<file path="src/rtl/uart_boot_loader.sv">
// UART boot loader: parses a 0x11 0x55 LEN16 framed byte stream and turns the
// payload into 32-bit little-endian SDRAM write requests while holding the CPU.
module uart_boot_loader #(
  parameter logic [24:0] BASE_ADDR = 25'h0000040,
  parameter int unsigned TIMEOUT   = 1_000_000
) (
  input  logic        clk,
  input  logic        reset,
  input  logic        s_axis_rx_tvalid,
  output logic        s_axis_rx_tready,
  input  logic [7:0]  s_axis_rx_tdata,
  output logic        m_axis_sdram_req_tvalid,
  input  logic        m_axis_sdram_req_tready,
  output logic [63:0] m_axis_sdram_req_tdata,
  output logic        cpu_hold,
  output logic        done,
  output logic        error,
  output logic [15:0] words_written
);

  typedef enum logic [2:0] {
    SYNC1  = 3'd0,
    SYNC2  = 3'd1,
    LEN_HI = 3'd2,
    LEN_LO = 3'd3,
    DATA   = 3'd4,
    WRITE  = 3'd5,
    DONE   = 3'd6
  } state_t;

  localparam logic [31:0] TIMEOUT_M1 = 32'(TIMEOUT - 1);

  state_t      state_q, state_d;
  logic [15:0] len_q, len_d;
  logic [15:0] pay_idx_q, pay_idx_d;
  logic [15:0] word_idx_q, word_idx_d;
  logic [15:0] words_q, words_d;
  logic [31:0] pack_q, pack_d;
  logic [3:0]  mask_q, mask_d;
  logic [31:0] idle_q, idle_d;
  logic        cpu_hold_q, cpu_hold_d;
  logic        done_q, done_d;
  logic        error_q, error_d;

  logic        byte_ok;
  logic        idle_run;
  logic        timeout_hit;
  logic [1:0]  lane;
  logic [24:0] word_addr;

  // The receive side is closed while a request is outstanding so the UART
  // source stalls instead of dropping bytes.
  assign s_axis_rx_tready = !reset && (state_q != WRITE);
  assign byte_ok          = s_axis_rx_tvalid && s_axis_rx_tready;
  assign lane             = pay_idx_q[1:0];
  assign idle_run         = (state_q == SYNC2) || (state_q == LEN_HI) ||
                            (state_q == LEN_LO) || (state_q == DATA);
  assign timeout_hit      = idle_run && !byte_ok && (idle_q >= TIMEOUT_M1);
  assign word_addr        = BASE_ADDR + {9'd0, word_idx_q};

  assign m_axis_sdram_req_tvalid = (state_q == WRITE);
  assign m_axis_sdram_req_tdata  = {2'b00, 1'b1, mask_q, word_addr, pack_q};
  assign cpu_hold                = cpu_hold_q;
  assign done                    = done_q;
  assign error                   = error_q;
  assign words_written           = words_q;

  always_comb begin
    state_d    = state_q;
    len_d      = len_q;
    pay_idx_d  = pay_idx_q;
    word_idx_d = word_idx_q;
    words_d    = words_q;
    pack_d     = pack_q;
    mask_d     = mask_q;
    cpu_hold_d = cpu_hold_q;
    done_d     = done_q;
    error_d    = error_q;
    idle_d     = (byte_ok || !idle_run) ? 32'd0 : idle_q + 32'd1;

    unique case (state_q)
      SYNC1, DONE: begin
        if (byte_ok && s_axis_rx_tdata == 8'h11) state_d = SYNC2;
      end
      SYNC2: begin
        if (byte_ok) begin
          if (s_axis_rx_tdata == 8'h55) begin
            state_d    = LEN_HI;
            done_d     = 1'b0;
            error_d    = 1'b0;
            words_d    = 16'd0;
            cpu_hold_d = 1'b1;
          end else if (s_axis_rx_tdata != 8'h11) begin
            state_d = SYNC1;
          end
        end
      end
      LEN_HI: begin
        if (byte_ok) begin
          len_d[15:8] = s_axis_rx_tdata;
          state_d     = LEN_LO;
        end
      end
      LEN_LO: begin
        if (byte_ok) begin
          len_d[7:0] = s_axis_rx_tdata;
          pay_idx_d  = 16'd0;
          word_idx_d = 16'd0;
          pack_d     = 32'd0;
          mask_d     = 4'd0;
          if ({len_q[15:8], s_axis_rx_tdata} == 16'd0) begin
            state_d    = DONE;
            done_d     = 1'b1;
            cpu_hold_d = 1'b0;
          end else begin
            state_d = DATA;
          end
        end
      end
      DATA: begin
        if (byte_ok) begin
          pack_d[{lane, 3'b000} +: 8] = s_axis_rx_tdata;
          mask_d[lane]                = 1'b1;
          pay_idx_d                   = pay_idx_q + 16'd1;
          if (lane == 2'd3 || pay_idx_q == len_q - 16'd1) state_d = WRITE;
        end
      end
      WRITE: begin
        if (m_axis_sdram_req_tready) begin
          words_d    = words_q + 16'd1;
          word_idx_d = word_idx_q + 16'd1;
          pack_d     = 32'd0;
          mask_d     = 4'd0;
          // pay_idx already counts every byte packed so far
          if (pay_idx_q == len_q) begin
            state_d    = DONE;
            done_d     = 1'b1;
            cpu_hold_d = 1'b0;
          end else begin
            state_d = DATA;
          end
        end
      end
      default: state_d = SYNC1;
    endcase

    if (timeout_hit) begin
      state_d = SYNC1;
      error_d = 1'b1;
      pack_d  = 32'd0;
      mask_d  = 4'd0;
      idle_d  = 32'd0;
    end
  end

  always_ff @(posedge clk) begin
    if (reset) begin
      state_q    <= SYNC1;
      len_q      <= 16'd0;
      pay_idx_q  <= 16'd0;
      word_idx_q <= 16'd0;
      words_q    <= 16'd0;
      pack_q     <= 32'd0;
      mask_q     <= 4'd0;
      idle_q     <= 32'd0;
      cpu_hold_q <= 1'b1;
      done_q     <= 1'b0;
      error_q    <= 1'b0;
    end else begin
      state_q    <= state_d;
      len_q      <= len_d;
      pay_idx_q  <= pay_idx_d;
      word_idx_q <= word_idx_d;
      words_q    <= words_d;
      pack_q     <= pack_d;
      mask_q     <= mask_d;
      idle_q     <= idle_d;
      cpu_hold_q <= cpu_hold_d;
      done_q     <= done_d;
      error_q    <= error_d;
    end
  end

endmodule

</file>
<file path="config.mk">
export PLATFORM = sky130hd
export DESIGN_NAME = uart_boot_loader
export DESIGN_NICKNAME = d
export VERILOG_FILES = /design/src/rtl/uart_boot_loader.sv
export SDC_FILE = /design/constraint.sdc
export NUM_CORES = 1
export LEC_CHECK = 0
export CAP_MARGIN = 30
export CELL_PAD_IN_SITES_DETAIL_PLACEMENT = 0
export CELL_PAD_IN_SITES_GLOBAL_PLACEMENT = 1
export CORE_UTILIZATION = 47
export DETAILED_ROUTE_END_ITERATION = 10
export DONT_BUFFER_PORTS = 1
export PLACE_DENSITY = 0.88
export SYNTH_ARGS = -nofsm -noshare
export SYNTH_HDL_FRONTEND = slang
export SYNTH_SLANG_ARGS = --single-unit
</file>
<file path="constraint.sdc">
create_clock -name clk -period 4.3 [get_ports clk]
set_clock_uncertainty 0.2 [all_clocks]
set_input_delay 1.29 -clock clk [delete_from_list [all_inputs] [get_ports clk]]
set_output_delay 1.29 -clock clk [all_outputs]
set_load 0.005 [all_outputs]
</file>
==> implementation parameters <==
Parameter                              Value

Layout
  Area growth syn-to-layout    9.56%
  Antenna Cells    0
  Filler Cells Inserted    1289
  Non-filler cells in the finished layout    993
  Share of cells above drive strength 1    6.77%
  Final net count    821

Floorplanning
  Row cnt    43
  Standard cell core area    0.0138 mm2
  Starting Density    48.0%
  Boundary pin count    97
  Die boundary height    121 um
  Total Die Area    0.0146 mm2
  Die Wd    121 um

Global routing
  Remaining global-route overflow    0
  Number of antenna violations at the first check in global routing    0
  Largest net degree at the start of global routing    37
  Gr usage total    22.5%
  Vias in the first global route    5414
  Global-route wire length before repair    25800 um

Clock tree
  Insertion delay of the later-clocked pin in the worst-skew pair    0.42 ns
  Hold_buf cts    0
  Root buf cell    clkbuf_16
  Clock slew at the register clock pins of the worst setup and hold paths    0.06 ns
  Count of clock tree sinks    138
  Number of buffers inserted during clock tree synthesis    17
  H-tree depth    4
  Post-cts repair resize count    0
  Post-CTS setup-driven buffer insertion count    0
  Longest Clk Path Bufs    2
  CTS tree    done

Detailed routing
  Antenna Violating Nets Remaining    0
  Via total after detailed routing    5562
  DRC errors left    0
  Total iterations of the first detailed-routing run    6
  Routed WL per cell    16.1 um
  Post-detailed-routing wire length    15900 um
  Via-per-instance ratio    5.60
  Violation count after the first detailed-route iteration    302

Critical path
  CP startpoint kind    flip-flop
  Crit path max-delay cell type    dfxtp_1
  Worst Path Arrival    1.84 ns
  Largest fanout of any net on the critical path    28
  Critical path start-end classification    reg2out
  Delay of the slowest cell on the worst path    0.85 ns
  Data required time at the worst endpoint    2.81 ns
  Buffers & Inverters on Critical Path    1
  Delay-heaviest family, CP    flip-flops
  Type of destination of the critical path    output pin
  List of cells traversed by the critical path    nand2b_1 > nor2_1 > buf_4

Pwr
  Maximum vdd ir drop    0.000250 V
  Power density over cell area    390 mW/mm2
  Leak Pwr    2.60 nW

Status
  Run status    completed

Timing
  Pin slew with the least headroom to its limit    0.848 ns
  Normalized max-slew margin    42.9%
  Number of hold violations in the final report    0
  Number of max-slew violations in the final report    0
  Final worst slack    0.967 ns
  Final-report setup violation count    0
  FMAX    300 MHz
  Final critical-path share of the clock period    77.5%
  Post-layout min period    3.33 ns
  Unrepaired setup endpoints after global routing    false
  Final TNS setup    0 ns
  Worst-case hold slack    0.272 ns

Placement
  Last weighted congestion value of the routability-driven placer    0.934
  Total half-perimeter wirelength after legalization and detailed placement    11400 um
  Cell count after placement    961
  Count of input and output buffers    0
  Pre-CTS setup slack    0.638 ns

Yosys
  #FFs+latches synth    138
  Commonest register cell after synthesis    dfxtp_1
  Post-Syn Area per Cell    8.18 um2
  Combined area of all synthesized cells    0.00664 mm2
  Share of Yosys cell area claimed by the top area cell type    41.6%
  Yosys warnings    0
  Cells after Synth    812
  Proportion of synthesized flip-flops having asynchronous set or reset    0%
  Leading cell types by total area after synthesis    dfxtp_1 42%, xor2_1 6.7%, nor2_1 5.8%
  EDFF count, synth    0
  Register area share after synthesis    41.6%
  Number of unique standard cell types used by synthesis    59
  Biggest area consumer among synthesized cells    dfxtp_1

Flow run
  Max-cap viol count    0

Min path
  Kind of path behind the tightest hold check    reg2reg
[worst min-delay path: stages (launching register included)]
cell and delay, ns:
dfxtp_1 0.32, nand2_1 0.06, a21oi_1 0.05
[where the power goes]
| group | leakage [nW] | switching, mW | total [mW] | internal, mW |
|---|---|---|---|---|
| Clock | 0.293 | 0.581 | 1.52 | 0.940 |
| Sequential | 1.12 | 0.00171 | 1.29 | 1.28 |
| Combinational | 1.19 | 0.0220 | 0.0290 | 0.00699 |
| Total | 2.60 | 0.604 | 2.84 | 2.23 |
[layer usage]
| metal | up-vias | wire (um) | track usage (%) |
|---|---|---|---|
| met5 | - | 0 | 0 |
| met4 | 0 | 498 | 12.2 |
| met3 | 39 | 1110 | 6.58 |
| met2 | 174 | 7540 | 37.0 |
| met1 | 2631 | 6790 | 26.3 |
| li1 | 2718 | - | - |
[final cells by class]
| class | count | area, um2 | area share (%) |
|---|---|---|---|
| clock buffers | 18 | 439 | 6.04 |
| clock inverters | 14 | 186 | 2.56 |
| inverters | 15 | 56.3 | 0.774 |
| multi-input cells | 618 | 3530 | 48.5 |
| flip-flops and latches | 138 | 2760 | 38.0 |
| well taps | 180 | 225 | 3.10 |
| repair buffers | 10 | 75.1 | 1.03 |
[state kept, by name (all words and copies together) (netlist names)]
name / count
cpu_hold: 1
done: 1
error: 1
idle_q: 32
len_q: 16
mask_q: 4
pack_q: 32
pay_idx_q: 16
state_q: 3
word_idx_q: 16
words_written: 16
[synthesized netlist by cell type (all sizes together), types with 2 or more instances]
master,number
nand4,21
nand2b,10
o2111ai,2
and4,2
or2,2
or3,6
o22ai,2
nor3,10
or4,2
buf,22
a211oi,5
xnor2,38
nand3,56
xor2,51
o21ai,28
and2,5
and3,15
nor3b,2
nand3b,3
clkbuf,40
nor4b,2
conb,2
nand2,94
a31oi,3
mux2,2
ha,9
a211o,2
inv,14
dfxtp,138
nor2b,7
a21oi,74
mux2i,2
nor2,105
nor4,19
[stage by stage]
step                utilization [%]  area, um2  total power [mW]
finish                         52.6       7270              2.84
global route                   52.6       7270              2.92
CTS                            52.6       7270              2.86
floorplan                         -       6720              1.36
detailed placement             48.1       6650              1.34
global placement               48.1       6650              1.34
[path summary, 6_finish.rpt]
kind,start,endpoint,slack (ns),cells after the start
worst max-delay path,state_q[0],m_axis_sdram_req_tvalid,0.97,3
worst min register to register,pack_q[11],pack_q[11],0.27,2
worst max register to register,state_q[0],pay_idx_q[13],1.23,8
worst min-delay path,pack_q[11],pack_q[11],0.27,2
[cell families after synthesis]
family	synth area share (%)
AOI/OAI and AO/OA	11.3
other	0.113
muxes	0.641
and+or+nand+nor	26.4
xor gates and xnor gates	11.7
adders and majority gates	1.70
buffers and inverters	6.48
DFF	41.6
[layout by cell type, fill, tap and decap left out, types with 14 or more instances in the layout]
cell type    n
dfxtp_1    138
nor2_1     103
nand2_1     94
a21oi_1     74
nand3_1     56
xor2_1      51
xnor2_1     38
o21ai_0     28
conb_1      23
nand4_1     21
nor4_1      18
clkbuf_16   17
and3_1      15
inv_1       14
(Power assumes the default switching activity.)
